--- src/rtl/serial_tx_scheduler.sv ---
// serial_tx_scheduler
//   Round-robin arbiter plus frame sequencer for four transmit channels that
//   share one serial line. Frame on the line: start(0), 2-bit channel ID
//   (MSB first), DW data bits (LSB first), stop(1). The FSM advances only on
//   step_en cycles; ack and frame_done are single-clk pulses.
//
// Ports
//   clk        system clock
//   rst        asynchronous, active-high reset
//   step_en    one-clk advance strobe
//   req        per-channel transmit request (level)
//   data_in    channel c payload on [c*DW +: DW]
//   ack        one-hot pulse: granted channel's data captured
//   ser_out    serial line, idles high
//   busy       frame in progress (any state except IDLE)
//   cur_ch     channel being sent; holds last value in IDLE
//   frame_done pulse on the step that leaves STOP
module serial_tx_scheduler #(
    parameter int DW  = 8,
    parameter int NCH = 4
) (
    input  logic              clk,
    input  logic              rst,
    input  logic              step_en,
    input  logic [NCH-1:0]    req,
    input  logic [NCH*DW-1:0] data_in,
    output logic [NCH-1:0]    ack,
    output logic              ser_out,
    output logic              busy,
    output logic [1:0]        cur_ch,
    output logic              frame_done
);

    // Counter must hold 1 (ID phase) and DW-1 (DATA phase).
    localparam int CW = (DW < 2) ? 1 : $clog2(DW + 1);

    typedef enum logic [2:0] {
        IDLE  = 3'd0,
        START = 3'd1,
        ID    = 3'd2,
        DATA  = 3'd3,
        STOP  = 3'd4
    } state_t;

    state_t          state, state_n;
    logic [CW-1:0]   cnt, cnt_n;
    logic [DW-1:0]   shift, shift_n;
    logic [1:0]      rr_ptr, rr_ptr_n;
    logic [1:0]      cur_ch_n;
    logic [NCH-1:0]  ack_n;
    logic            frame_done_n;

    logic            gnt_vld;
    logic [1:0]      gnt_ch;
    logic [DW-1:0]   ch_data [NCH];

    for (genvar g = 0; g < NCH; g++) begin : g_slice
        assign ch_data[g] = data_in[g*DW +: DW];
    end

    // Round-robin search: scan from farthest offset down to nearest so the
    // channel right after rr_ptr is the last (and therefore winning) match.
    // Offset 4 wraps to rr_ptr itself, giving it lowest priority.
    always_comb begin
        logic [1:0] cand;
        gnt_vld = 1'b0;
        gnt_ch  = rr_ptr;
        cand    = rr_ptr;
        for (int i = NCH; i >= 1; i--) begin
            cand = rr_ptr + 2'(i);
            if (req[cand]) begin
                gnt_vld = 1'b1;
                gnt_ch  = cand;
            end
        end
    end

    always_comb begin
        state_n      = state;
        cnt_n        = cnt;
        shift_n      = shift;
        rr_ptr_n     = rr_ptr;
        cur_ch_n     = cur_ch;
        ack_n        = '0;
        frame_done_n = 1'b0;
        if (step_en) begin
            case (state)
                IDLE: begin
                    if (gnt_vld) begin
                        shift_n       = ch_data[gnt_ch];
                        cur_ch_n      = gnt_ch;
                        rr_ptr_n      = gnt_ch;
                        ack_n[gnt_ch] = 1'b1;
                        state_n       = START;
                    end
                end
                START: begin
                    state_n = ID;
                    cnt_n   = CW'(1);
                end
                ID: begin
                    if (cnt == '0) state_n = DATA;
                    else           cnt_n   = cnt - CW'(1);
                end
                DATA: begin
                    shift_n = shift >> 1;
                    if (cnt == CW'(DW - 1)) begin
                        state_n = STOP;
                        cnt_n   = '0;
                    end else begin
                        cnt_n = cnt + CW'(1);
                    end
                end
                STOP: begin
                    state_n      = IDLE;
                    frame_done_n = 1'b1;
                end
                default: state_n = IDLE;
            endcase
        end
    end

    always_ff @(posedge clk or posedge rst) begin
        if (rst) begin
            state      <= IDLE;
            cnt        <= '0;
            shift      <= '0;
            rr_ptr     <= 2'd3;
            cur_ch     <= 2'd0;
            ack        <= '0;
            frame_done <= 1'b0;
        end else begin
            state      <= state_n;
            cnt        <= cnt_n;
            shift      <= shift_n;
            rr_ptr     <= rr_ptr_n;
            cur_ch     <= cur_ch_n;
            ack        <= ack_n;
            frame_done <= frame_done_n;
        end
    end

    // Line value is a pure decode of registered state.
    always_comb begin
        ser_out = 1'b1;
        case (state)
            IDLE:    ser_out = 1'b1;
            START:   ser_out = 1'b0;
            ID:      ser_out = cur_ch[cnt[0]];
            DATA:    ser_out = shift[0];
            STOP:    ser_out = 1'b1;
            default: ser_out = 1'b1;
        endcase
    end

    assign busy = (state != IDLE);

endmodule
--- config.mk ---
export PLATFORM = sky130hd
export DESIGN_NAME = serial_tx_scheduler
export DESIGN_NICKNAME = d
export VERILOG_FILES = /design/src/rtl/serial_tx_scheduler.sv
export SDC_FILE = /design/constraint.sdc
export NUM_CORES = 1
export LEC_CHECK = 0
export ABC_AREA = 1
export CORE_ASPECT_RATIO = 0.9
export CORE_MARGIN = 4
export CORE_UTILIZATION = 35
export CTS_CLUSTER_SIZE = 24
export DETAILED_ROUTE_END_ITERATION = 8
export GPL_TIMING_DRIVEN = 0
export HOLD_SLACK_MARGIN = 0.1
export PLACE_DENSITY_LB_ADDON = 0.15
export SKIP_LAST_GASP = 1
export SLEW_MARGIN = 20
export SYNTH_ARGS = -nofsm -noshare
export SYNTH_HDL_FRONTEND = slang
export SYNTH_SLANG_ARGS = --single-unit
--- constraint.sdc ---
create_clock -name clk -period 1.7 [get_ports clk]
set_input_delay 0.34 -clock clk [delete_from_list [all_inputs] [get_ports clk]]
set_output_delay 0.34 -clock clk [all_outputs]
set_load 0.03 [all_outputs]
# ---- Word level (Yosys, flattened, before mapping)
# Index checks and enable logic that the tools add are counted.
dict set report word_totals {
  regBits 24
  latch_bits 0
  ramBits 0
  romBits 0
  inputBits 39
  out_inout_bits 9
  wordCells 77
  mem_count 0
}
dict set report classes {
  add_sub_neg 5
  mul 0
  div 0
  magnitude_cmp 8
  n_eq_ne 9
  n_shift 0
  mux 37
  bitwise 1
  n_reduce_logical 10
}
# operator count
set ops {}
lappend ops {{2-to-1 mux 8 bit} 3}
lappend ops {{2-to-1 mux 4 bit} 5}
lappend ops {{binary-select mux 8 bit (select 2 bit)} 1}
lappend ops {{case mux 8 bit (2 select lines)} 1}
lappend ops {{less-than comparator 2 x 3 -> 1 bit (second input constant)} 5}
lappend ops {{2-to-1 mux 1 bit} 13}
lappend ops {{case mux 3 bit (4 select lines)} 1}
lappend ops {{case mux 4 bit (3 select lines)} 1}
lappend ops {{2-to-1 mux 3 bit} 3}
lappend ops {{AND reduction 3 bit} 3}
lappend ops {{binary-select mux 1 bit (select 2 bit)} 4}
lappend ops {{!= test 2 bit (second input constant)} 4}
lappend ops {{== test 3 x 2 -> 1 bit (second input constant)} 2}
lappend ops {{2-to-1 mux 2 bit} 3}
lappend ops {{nonzero test 3 bit} 2}
lappend ops {{adder 2 bit (second input constant)} 2}
lappend ops {{adder 4 x 1 -> 4 bit (second input constant)} 1}
lappend ops {{== test 4 x 3 -> 1 bit (second input constant)} 1}
lappend ops {{logical NOT 4 bit} 1}
lappend ops {{AND reduction 4 bit} 1}
lappend ops {{subtractor 4 x 1 -> 4 bit (second input constant)} 1}
lappend ops {{== test 3 x 1 -> 1 bit (second input constant)} 1}
lappend ops {{== test 3 bit (second input constant)} 1}
lappend ops {{>= comparator 3 bit (second input constant)} 1}
lappend ops {{9 further kinds} 9}

# ---- Logic depth before layout (Yosys ltp)
# Gate-level depths: netlist of the first run.
dict set report logic_depth {
  depth_word 13
  depth_mapped 17
  depth_no_buf 16
}

# ---- Worst setup path after synthesis of the first run
# No wires, ideal clock.
dict set report synth_timing {
  path_type {register to register}
  from {register rr_ptr[0]}
  to {register shift[4]}
  setup_time_ns 0.116
  t_arrival_ns 1.660
  required_time_ns 1.584
  setup_slack_ns -0.076
  path_stages_with_launch 14
  n_path_buf 2
  path_cell_list {dfstp_2 buf_6 inv_6 nand2_1 nand2_2 nand2_2 nand3_1 a21oi_4 inv_2 buf_2 nand3_1 nand3_1 nand2_1 nand2_1}
}
dict set report synth_via {
  elab_chain_len 12
}
# element line
set synth_lines {}
lappend synth_lines {{start: declaration} 48} ;# logic [1:0] rr_ptr, rr_ptr_n;
lappend synth_lines {{start signal: assignment} 136} ;# rr_ptr <= rr_ptr_n;
lappend synth_lines {{adder 2 bit} 70} ;# cand = rr_ptr + 2'(i);
lappend synth_lines {{binary-select mux 1 bit (select 2 bit)} 71} ;# if (req[cand]) begin
lappend synth_lines {{2-to-1 mux 1 bit (not written as such)} 71}
lappend synth_lines {{2-to-1 mux 2 bit (3 in a row)} 71}
lappend synth_lines {{inverter 2 -> 3 bit (not written as such)} 90} ;# shift_n = ch_data[gnt_ch];
lappend synth_lines {{binary-select mux 8 bit (select 2 bit)} 90}
lappend synth_lines {{2-to-1 mux 8 bit (not written as such) (2 in a row)} 90}
lappend synth_lines {{2-to-1 mux 8 bit} 89} ;# if (gnt_vld) begin
lappend synth_lines {{case mux 8 bit (2 select lines)} 87} ;# case (state)
lappend synth_lines {{end signal: assignment} 135} ;# shift <= shift_n;
lappend synth_lines {{end: declaration} 47} ;# logic [DW-1:0] shift, shift_n;
# Several ways; a longest one is shown, not always the timed one. The select of a mux whose other input is x is not followed.
# A chain may end at the register's enable or synchronous reset.

# ---- Worst setup path after layout of the first run
dict set report layout_timing {
  from {register rr_ptr[0]}
  to {register shift[0]}
}
# Same word-level chain as after synthesis.

==> impl_metrics.toml, run 1 <==
[power]
report.power.total_uw = 6170
leakage_uw = 0.00143
power.density_nw_per_um2 = 2170
max-vdd-ir-drop_mv = 1.02

[clocking]
htree_levels = 1
root_buffer = "clkbuf_8"
hold_buffers = 0
clkSinkCount = 24
cts_buffer_depth = 2
insertion_delay_ns = 0.27
clk_pin_slew_ns = 0.09
cts_made_buffers = 3
cts_tree = "done"

[grt]
gr-usage-met1_pct = 18.9
first_global_vias = 1800
grt_max_degree = 25
grt.overflow.total = 0
track_usage_pct = 15.1
busiest_layer = "met2"
antenna_found_initial = 0
grtUsageMet3_pct = 3.35
grt_pass1_wl_um = 8070
use_met2_pct = 26.9

[logic_synthesis]
synth_area_um2 = 1820
ys_ff_latch = 24
seq_area_frac_synth_pct = 33.2
syn-num-nets = 316
ys_types = 31
syn_avg_cell_area_um2 = 6.64
syn_inst = 274
ys_warn_count = 0

[critical_path]
crit_path_max_fanout = 8
path_buf_inv = 3
r2r_end = "shift[0]"
endpoint = "shift[0]"
r2r_start = "rr_ptr[0]"
path_delay_family = "simple AND/OR/NAND/NOR gates"
path_depth = 13
worstSetupStartpoint = "rr_ptr[0]"
r2r_setup_slack_ns = -0.26
cp_data_required_time_ns = 1.86
reg2regPathDepth = 13
worst_path_largest_cell_delay_ns = 0.54
cp-start-kind = "flop"
path_cells = "buf_8, inv_8, nand2_1, nand2_2, nand2_2, nand2_4, nor4_4, nand2_2, nand3_4, buf_6, nor2_1, nand2_1, nand2_1"
arrival_ns = 2.12
crit_path_end_kind = "flop"
worstSetupPathType = "reg -> reg"
slowest_stage = "dfstp_2"

[sta]
max_slew.worst_pin.slew_ns = 0.929
hold_viol = 0
grt_setup_unrepaired = "yes"
maxClockFrequency_ghz = 0.509
period_share_pct = 115
fin_worst_skew_ns = 0.0111
setup_viol_count_final = 22
tns_ns = -4.24
finalWorstSetupSlack_ns = -0.263
drv_slew = 0
final.min_clock_period_ns = 1.96
slew_headroom_pct = 38.0

[routing]
drc_errors = 0
postRouteAntennaNets = 0
first_pass_iters = 4
wire_per_inst_um = 11.9
drt_iter0_drc = 71
viasPerCell = 4.65
drt_wl_total_um = 4930
via_count = 1919

[final_layout]
final_common_cell = "nand2_1"
area_growth_pct = 56.0
nNetsFinal = 391
fill_cells = 494
mostFrequentLayoutCells = "nand2_1, clkdlybuf4s50_1, nor2_1"
postLayoutCoreUtil_pct = 57.6
drive_above_1_share_pct = 27.9
stdcell_area_um2 = 2840
num_antenna_cells = 0

[placed_design]
gp_congestion = 0.829
postPlaceCellArea_um2 = 2400
post-dp-hpwl_um = 3480
port_buffers = 47

[hold_path]
hold_path_class = "reg -> reg"

[die]
die_h_um = 76.4
io_pins = 48
start_util_pct = 36.9
dieArea_um2 = 6410
core_um2 = 4920
row_count = 24
die_w_um = 84.0

[run_status]
violations = "negative setup slack"
status = "complete, but fails checks"

[flow_run]
cap_viol_max_count = 0
cell type report:
cell class | instances | area, µm² | share of cell area (%)
Buffer | 7 | 76.3 | 2.69
Clock buffer | 3 | 41.3 | 1.46
Clock inverter | 1 | 30.0 | 1.06
Inverter | 39 | 164 | 5.78
Multi-Input combinational cell | 204 | 1190 | 42.0
Sequential cell | 24 | 606 | 21.3
Tap cell | 65 | 81.3 | 2.87
Timing Repair Buffer | 70 | 647 | 22.8
per-layer routing:
metal | up-vias | routed length (µm)
met1 | 858 | 2250
met3 | 4 | 282
met4 | 0 | 33
li1 | 1006 | -
met2 | 51 | 2370
met5 | - | 0
kinds of logic after synthesis:
| family | count (synthesis) | share of synthesized area [%] |
|---|---|---|
| and+or+nand+nor | 180 | 45.1 |
| AOI/OAI and AO/OA | 17 | 5.78 |
| DFF | 24 | 33.2 |
| adders and majority gates | 3 | 2.06 |
| buffers and inverters | 46 | 11.8 |
| xor gates and xnor gates | 3 | 1.45 |
| muxes | 1 | 0.619 |
registers in the layout, indices dropped and copies added, names as in the netlist:
register,flops
state,3
cnt,4
ack,4
rr_ptr,2
frame_done,1
shift,8
cur_ch,2
where the power goes:
| part | leakage (µW) | internal (µW) | switching (µW) |
|---|---|---|---|
| clock | 0.0000357 | 315 | 185 |
| combinational | 0.00110 | 1960 | 2680 |
| sequential | 0.000302 | 830 | 195 |
cell usage after synthesis:
| cell | n | area, µm² |
|---|---|---|
| nand2_1 | 92 | 345 |
| nor2_1 | 37 | 139 |
| inv_1 | 35 | 131 |
| nand3_1 | 25 | 125 |
| dfrtp_1 | 22 | 551 |
| o21ai_0 | 12 | 60.1 |
| nand2_2 | 9 | 56.3 |
| nand3b_1 | 6 | 45.0 |
| buf_6 | 4 | 45.0 |
| ha_1 | 3 | 37.5 |
| inv_2 | 3 | 11.3 |
| nand3_2 | 3 | 30.0 |
| and2_1 | 2 | 12.5 |
| buf_2 | 2 | 10.0 |
| dfstp_2 | 2 | 52.6 |
| xor2_1 | 2 | 17.5 |
| a21oi_1 | 1 | 5.00 |
| a21oi_4 | 1 | 16.3 |
| a41oi_1 | 1 | 8.76 |
| buf_4 | 1 | 7.51 |
| inv_6 | 1 | 8.76 |
| mux2_2 | 1 | 11.3 |
| nand2_4 | 1 | 11.3 |
| nor2_2 | 1 | 6.26 |
| nor3_2 | 1 | 10.0 |
| nor4_1 | 1 | 6.26 |
| nor4_2 | 1 | 12.5 |
| nor4_4 | 1 | 21.3 |
| o22ai_1 | 1 | 6.26 |
| o32ai_1 | 1 | 8.76 |
| xnor2_1 | 1 | 8.76 |
worst min-delay path by stage:
stage / cells past startpoint / to / slack [ns] / start
3_3_place_gp: 2 / shift[3] / 0.46 / shift[3]
3_5_place_dp: 2 / shift[1] / 0.47 / shift[1]
6_report: 2 / shift[4] / 0.49 / shift[4]
5_1_grt: 2 / shift[5] / 0.51 / shift[5]
2_1_floorplan: 1 / ack[0] / 0.35 / rst
4_1_cts: 2 / shift[1] / 0.49 / shift[1]
worst min-delay path: cells and delay by family, from the launching register on:
family,cells,cell delay [ns]
flip-flops,1,0.35
AND/OR/NAND/NOR,2,0.10
timing repair:
item,in CTS,in global routing
endpoints found under the setup margin,25,26
pin swaps,6,23
gates resized for setup,37,32
cloned,3,1
setup buffers,8,11
metrics by stage:
stage | setup WS, ns | hold slack (ns) | instances
finish | -0.263 | 0.488 | 413
global route | -0.382 | 0.511 | 413
CTS | -0.275 | 0.493 | 401
detailed placement | -0.460 | 0.470 | 386
global placement | -0.427 | 0.462 | 386
floorplan | -0.0509 | 0.353 | 274
(Power assumes the default switching activity.)
==> run 2: changes to the inputs <==
==> constraint.sdc (replaced) <==
create_clock -name clk -period 2.5 [get_ports clk]
set_input_delay 0.5 -clock clk [delete_from_list [all_inputs] [get_ports clk]]
set_output_delay 0.5 -clock clk [all_outputs]
set_load 0.03 [all_outputs]
==> run 2 against run 1 <==
Net effect:
- the flow now finishes without violations
- non-clock buffer count decreased by 23
- global-route usage is 1.0 points lower
- cell area is 15% lower
- largest power group unchanged
- highest routed layer unchanged
==> impl_metrics.toml, run 2 (synthesis gave the netlist of run 1 again) <==
[die]
row_count = 24
core_um2 = 4920
io_pins = 48
die_h_um = 76.4
dieArea_um2 = 6410
start_util_pct = 36.9
die_w_um = 84.0

[routing]
drt_wl_total_um = 4310
drc_errors = 0
first_pass_iters = 4
postRouteAntennaNets = 0
drt_iter0_drc = 70
viasPerCell = 4.54
via_count = 1771
wire_per_inst_um = 11.1

[final_layout]
regMostFlops = "shift"
area_growth_pct = 33.3
final_common_cell = "nand2_1"
fill_cells = 531
largest_reg_flops = 8
reg.largest.list = "shift: 8 flops, ack: 4 flops, cnt: 4 flops"
mostFrequentLayoutCells = "nand2_1, clkdlybuf4s50_1, nor2_1"
nNetsFinal = 368
drive_above_1_share_pct = 11.1
num_antenna_cells = 0
stdcell_area_um2 = 2420
postLayoutCoreUtil_pct = 49.2

[clocking]
hold_buffers = 0
root_buffer = "clkbuf_8"
cts_resized = 1
htree_levels = 1
cts_made_buffers = 3
clkSinkCount = 24
insertion_delay_ns = 0.27
postCtsSetupBuffers = 0
clk_pin_slew_ns = 0.09
cts_tree = "done"
cts_buffer_depth = 2

[critical_path]
crit_path_max_fanout = 6
crit_path_end_kind = "output port"
worstSetupPathType = "reg -> out"
cp-start-kind = "flop"
cp_data_required_time_ns = 2.00
arrival_ns = 1.80

[sta]
hold_viol = 0
setup_viol_count_final = 0
fin_worst_skew_ns = 0.00515
final.min_clock_period_ns = 2.30
period_share_pct = 91.9
finalWorstSetupSlack_ns = 0.203
maxClockFrequency_ghz = 0.435
drv_slew = 0
grt_setup_unrepaired = "no"
max_slew.worst_pin.slew_ns = 0.915
slew_headroom_pct = 38.9
tns_ns = 0

[grt]
grt.overflow.total = 0
first_global_vias = 1691
grt_pass1_wl_um = 7600
antenna_found_initial = 0
grt_max_degree = 25
track_usage_pct = 14.1

[placed_design]
port_buffers = 47
pre_cts_slack_ns = 0.143
gp_congestion = 0.838
postPlaceCellArea_um2 = 2370
post-dp-hpwl_um = 3420

[flow_run]
cap_viol_max_count = 0

[power]
max-vdd-ir-drop_mv = 0.557
report.power.total_uw = 3240
leakage_uw = 0.00125
power.density_nw_per_um2 = 1340

[hold_path]
hold_path_class = "reg -> reg"

[run_status]
status = "finished clean"
-- run 2: where the power goes --
part / internal, µW / leakage, µW / total, µW / switching, µW
Clock: 141 / 0.0000288 / 266 / 125
Sequential: 562 / 0.000304 / 689 / 128
Combinational: 855 / 0.000914 / 2290 / 1430
-- run 2: layout make-up --
class                      instances  area, µm²  share of cell area, %
sequential                        24        603                   24.9
multi-input combinational        204       1000                   41.3
tap                               65       81.3                   3.36
clock buffer                       4       55.1                   2.27
inverter                          39        151                   6.25
timing repair buffer              47        469                   19.4
buffer                             7       62.6                   2.58
-- run 2: worst paths after layout --
path | startpoint | end | slack, ns | depth (start not counted)
min in group asynchronous | rst | cnt[2] | 0.73 | 2
worst max-delay path | state[2] | busy | 0.20 | 5
worst min-delay path | shift[0] | shift[0] | 0.49 | 2
worst max register to register | rr_ptr[0] | shift[4] | 0.44 | 13
max in group asynchronous | rst | shift[7] | 1.21 | 2
worst min register to register | shift[0] | shift[0] | 0.49 | 2
-- run 2: metrics by stage --
step           instances  hold WS [ns]
5_1_grt              390         0.507
3_5_place_dp         386         0.465
2_1_floorplan        274         0.449
3_3_place_gp         386         0.464
4_1_cts              390         0.489
6_report             390         0.489
-- run 2: routing by layer --
metal | vias to the layer above | global-route usage [%] | wire length (µm)
li1 | 950 | - | -
met1 | 778 | 19.0 | 2100
met2 | 41 | 23.5 | 1980
met3 | 2 | 3.14 | 226
met4 | 0 | 2.41 | 15
met5 | - | 0 | 0
-- run 2: worst max-delay path, stage by stage (launching register included) --
cell             delay [ns]
dfrtp_1                0.46
nor2_1                 0.18
inv_1                  0.07
nor2_1                 0.12
inv_1                  0.10
clkdlybuf4s50_1        0.60
==> run 3: changes to the inputs <==
--- a/config.mk
+++ b/config.mk
@@ -5,7 +5,7 @@
 export SDC_FILE = /design/constraint.sdc
 export NUM_CORES = 1
 export LEC_CHECK = 0
-export ABC_AREA = 1
+export ABC_AREA = 0
 export CORE_ASPECT_RATIO = 0.9
 export CORE_MARGIN = 4
 export CORE_UTILIZATION = 35
==> run 3 against run 2 <==
Net effect:
- sequential power is 2% higher
- global-route usage is 1.3 points higher
- die area decreased by 2.0%
- critical path type unchanged
- critical endpoint unchanged
==> impl_metrics.toml, run 3 <==
[run_status]
status = "finished clean"

[critical_path]
path_delay_family = "buffers and inverters"
crit_path_max_fanout = 10
cp_data_required_time_ns = 2.00
worstSetupPathType = "reg -> out"
slowest_stage = "clkdlybuf4s50_1"
crit_path_end_kind = "output port"
path_cells = "buf_4, or3_1, clkdlybuf4s50_1"
r2r_start = "rr_ptr[0]"
arrival_ns = 1.79
cp-start-kind = "flop"
path_buf_inv = 2
worstSetupStartpoint = "state[2]"
worst_path_largest_cell_delay_ns = 0.60

[sta]
tns_ns = 0
drv_slew = 0
period_share_pct = 91.6
hold_viol = 0
finalWorstSetupSlack_ns = 0.210
final.min_clock_period_ns = 2.29
slew_headroom_pct = 37.6
maxClockFrequency_ghz = 0.437
max_slew.worst_pin.slew_ns = 0.935
fin_worst_skew_ns = 0.00859
hold_slack_ns = 0.494
grt_setup_unrepaired = "no"
setup_viol_count_final = 0

[routing]
via_count = 1623
viasPerCell = 5.27
wire_per_inst_um = 15.1
drt_iter0_drc = 89
first_pass_iters = 4
postRouteAntennaNets = 0
drc_errors = 0
drt_wl_total_um = 4660

[final_layout]
largest_reg_flops = 8
mostFrequentLayoutCells = "clkdlybuf4s50_1, nand2_1, dfrtp_1"
num_antenna_cells = 0
nNetsFinal = 286
final_common_cell = "clkdlybuf4s50_1"
area_growth_pct = 33.5
finalNonFillerCells = 308
regMostFlops = "shift"
reg.largest.list = "shift: 8 flops, ack: 4 flops, cnt: 4 flops"
drive_above_1_share_pct = 15.2

[die]
core_um2 = 4890
io_pins = 48
die_w_um = 83.1
die_h_um = 75.6
row_count = 24
dieArea_um2 = 6290
start_util_pct = 36.3

[clocking]
clkSinkCount = 24
htree_levels = 1
clk_pin_slew_ns = 0.08
cts_tree = "done"
root_buffer = "clkbuf_8"
insertion_delay_ns = 0.26
cts_made_buffers = 3
postCtsSetupBuffers = 0
cts_buffer_depth = 2

[grt]
grt.overflow.total = 0
first_global_vias = 1675
antenna_found_initial = 0
grt_pass1_wl_um = 7990
grt_max_degree = 25
track_usage_pct = 15.4

[power]
max-vdd-ir-drop_mv = 0.631
leakage_uw = 0.000981
report.power.total_uw = 2400
power.density_nw_per_um2 = 1010

[logic_synthesis]
synth_area_um2 = 1780
syn-num-nets = 234
synth.most_common_cell = "nand2_1"
synthAdderAreaFrac_pct = 2.11
syn_inst = 192
synth_edf_count = 0
syn_avg_cell_area_um2 = 9.26
synth-async-reset-ratio_pct = 100
ys_warn_count = 0
ys_types = 59
synth_top_area_share_pct = 31.0
yosys.area_share.simple_pct = 25.5
seq_area_frac_synth_pct = 33.9
synth_area_leaders = "dfrtp_1, nor3_1, nand2_1"
yosys-top-cells-count = "nand2_1, dfrtp_1, nor3_1, o21ai_0, and2_1"
synth_top_area_cell = "dfrtp_1"
synth_top_family_by_area = "compound AO/OA/AOI/OAI gates"
synthFlopType = "dfrtp_1"
synth_xor_area_share_pct = 0.493
synth_compound_area_share_pct = 27.4
ys_ff_latch = 24
synth.area.mux_share_pct = 3.87

[placed_design]
post-dp-hpwl_um = 3660
pre_cts_slack_ns = 0.00426
gp_congestion = 0.753
port_buffers = 47
dp_cells = 304

[flow_run]
cap_viol_max_count = 0

[hold_path]
hold_path_class = "reg -> reg"
holdCritStartpoint = "shift[6]"
run 3: changes by cell type in the layout (fill, tap and decap cells not counted), moves of 5 or more:
cell,before,now
nor2_1,37,6
a21oi_1,1,6
a2111oi_0,0,6
nor3_1,0,20
nand2_2,9,1
inv_1,35,7
nand3_1,25,0
nand2_1,92,24
and2_1,2,8
o31ai_1,0,7
nand3b_1,6,0
run 3: kinds of logic (layout without fill, tap and decap cells):
logic type | count (synthesis) | in the layout
AO/OA/AOI/OAI | 58 | 58
buffers and inverters | 20 | 71
XOR/XNOR | 1 | 1
flip-flops | 24 | 24
multiplexers | 6 | 6
adder cells (fa/ha/maj) | 3 | 3
AND/OR/NAND/NOR | 80 | 80
run 3: worst paths after layout:
path / slack [ns] / endpoint / cells past startpoint
min: 0.49 / shift[6] / 2
min reg2reg: 0.49 / shift[6] / 2
max: 0.21 / busy / 3
max reg2reg: 0.47 / shift[7] / 5
max in group asynchronous: 1.17 / shift[7] / 2
min in group asynchronous: 0.75 / ack[0] / 2
run 3: what timing repair did:
| action | CTS | global route |
|---|---|---|
| hold buffers | 0 | 0 |
| endpoints found under the setup margin | 1 | 0 |
| gates resized for setup | 1 | 0 |
run 3: metrics by stage:
stage | utilization [%] | instance area, µm²
after floorplan | - | 1780
after global placement | 47.6 | 2330
after detailed placement | 47.6 | 2330
after CTS | 48.5 | 2370
after global routing | 48.5 | 2370
final | 48.5 | 2370
run 3: layout make-up:
cell class	instances	area, µm²
Clock buffer	4	45.0
Inverter	8	35.0
Sequential cell	24	603
Multi-Input combinational cell	148	1060
Tap cell	65	81.3
Buffer	12	83.8
Fill cell	470	2520
Timing Repair Buffer	47	469
run 3: worst reg2reg max path, delay by kind of cell, from the launching register on:
family	cells	cell delay (ns)
multiplexers	1	0.33
AO/OA/AOI/OAI	2	0.56
flip-flops	1	0.54
AND/OR/NAND/NOR	2	0.49
run 3: where the power goes:
part / total (µW) / leakage (µW) / internal [µW] / switching (µW)
registers: 702 / 0.000301 / 550 / 152
clock network: 229 / 0.0000228 / 114 / 115
logic: 1470 / 0.000657 / 637 / 832
run 3: routing by layer:
layer | track usage (%) | up-vias | share of wire [%]
li1 | - | 825 | -
met2 | 24.5 | 30 | 46
met5 | 0 | - | 0
met3 | 2.92 | 0 | 3.5
met4 | 0.544 | 0 | 0
met1 | 23.2 | 768 | 51
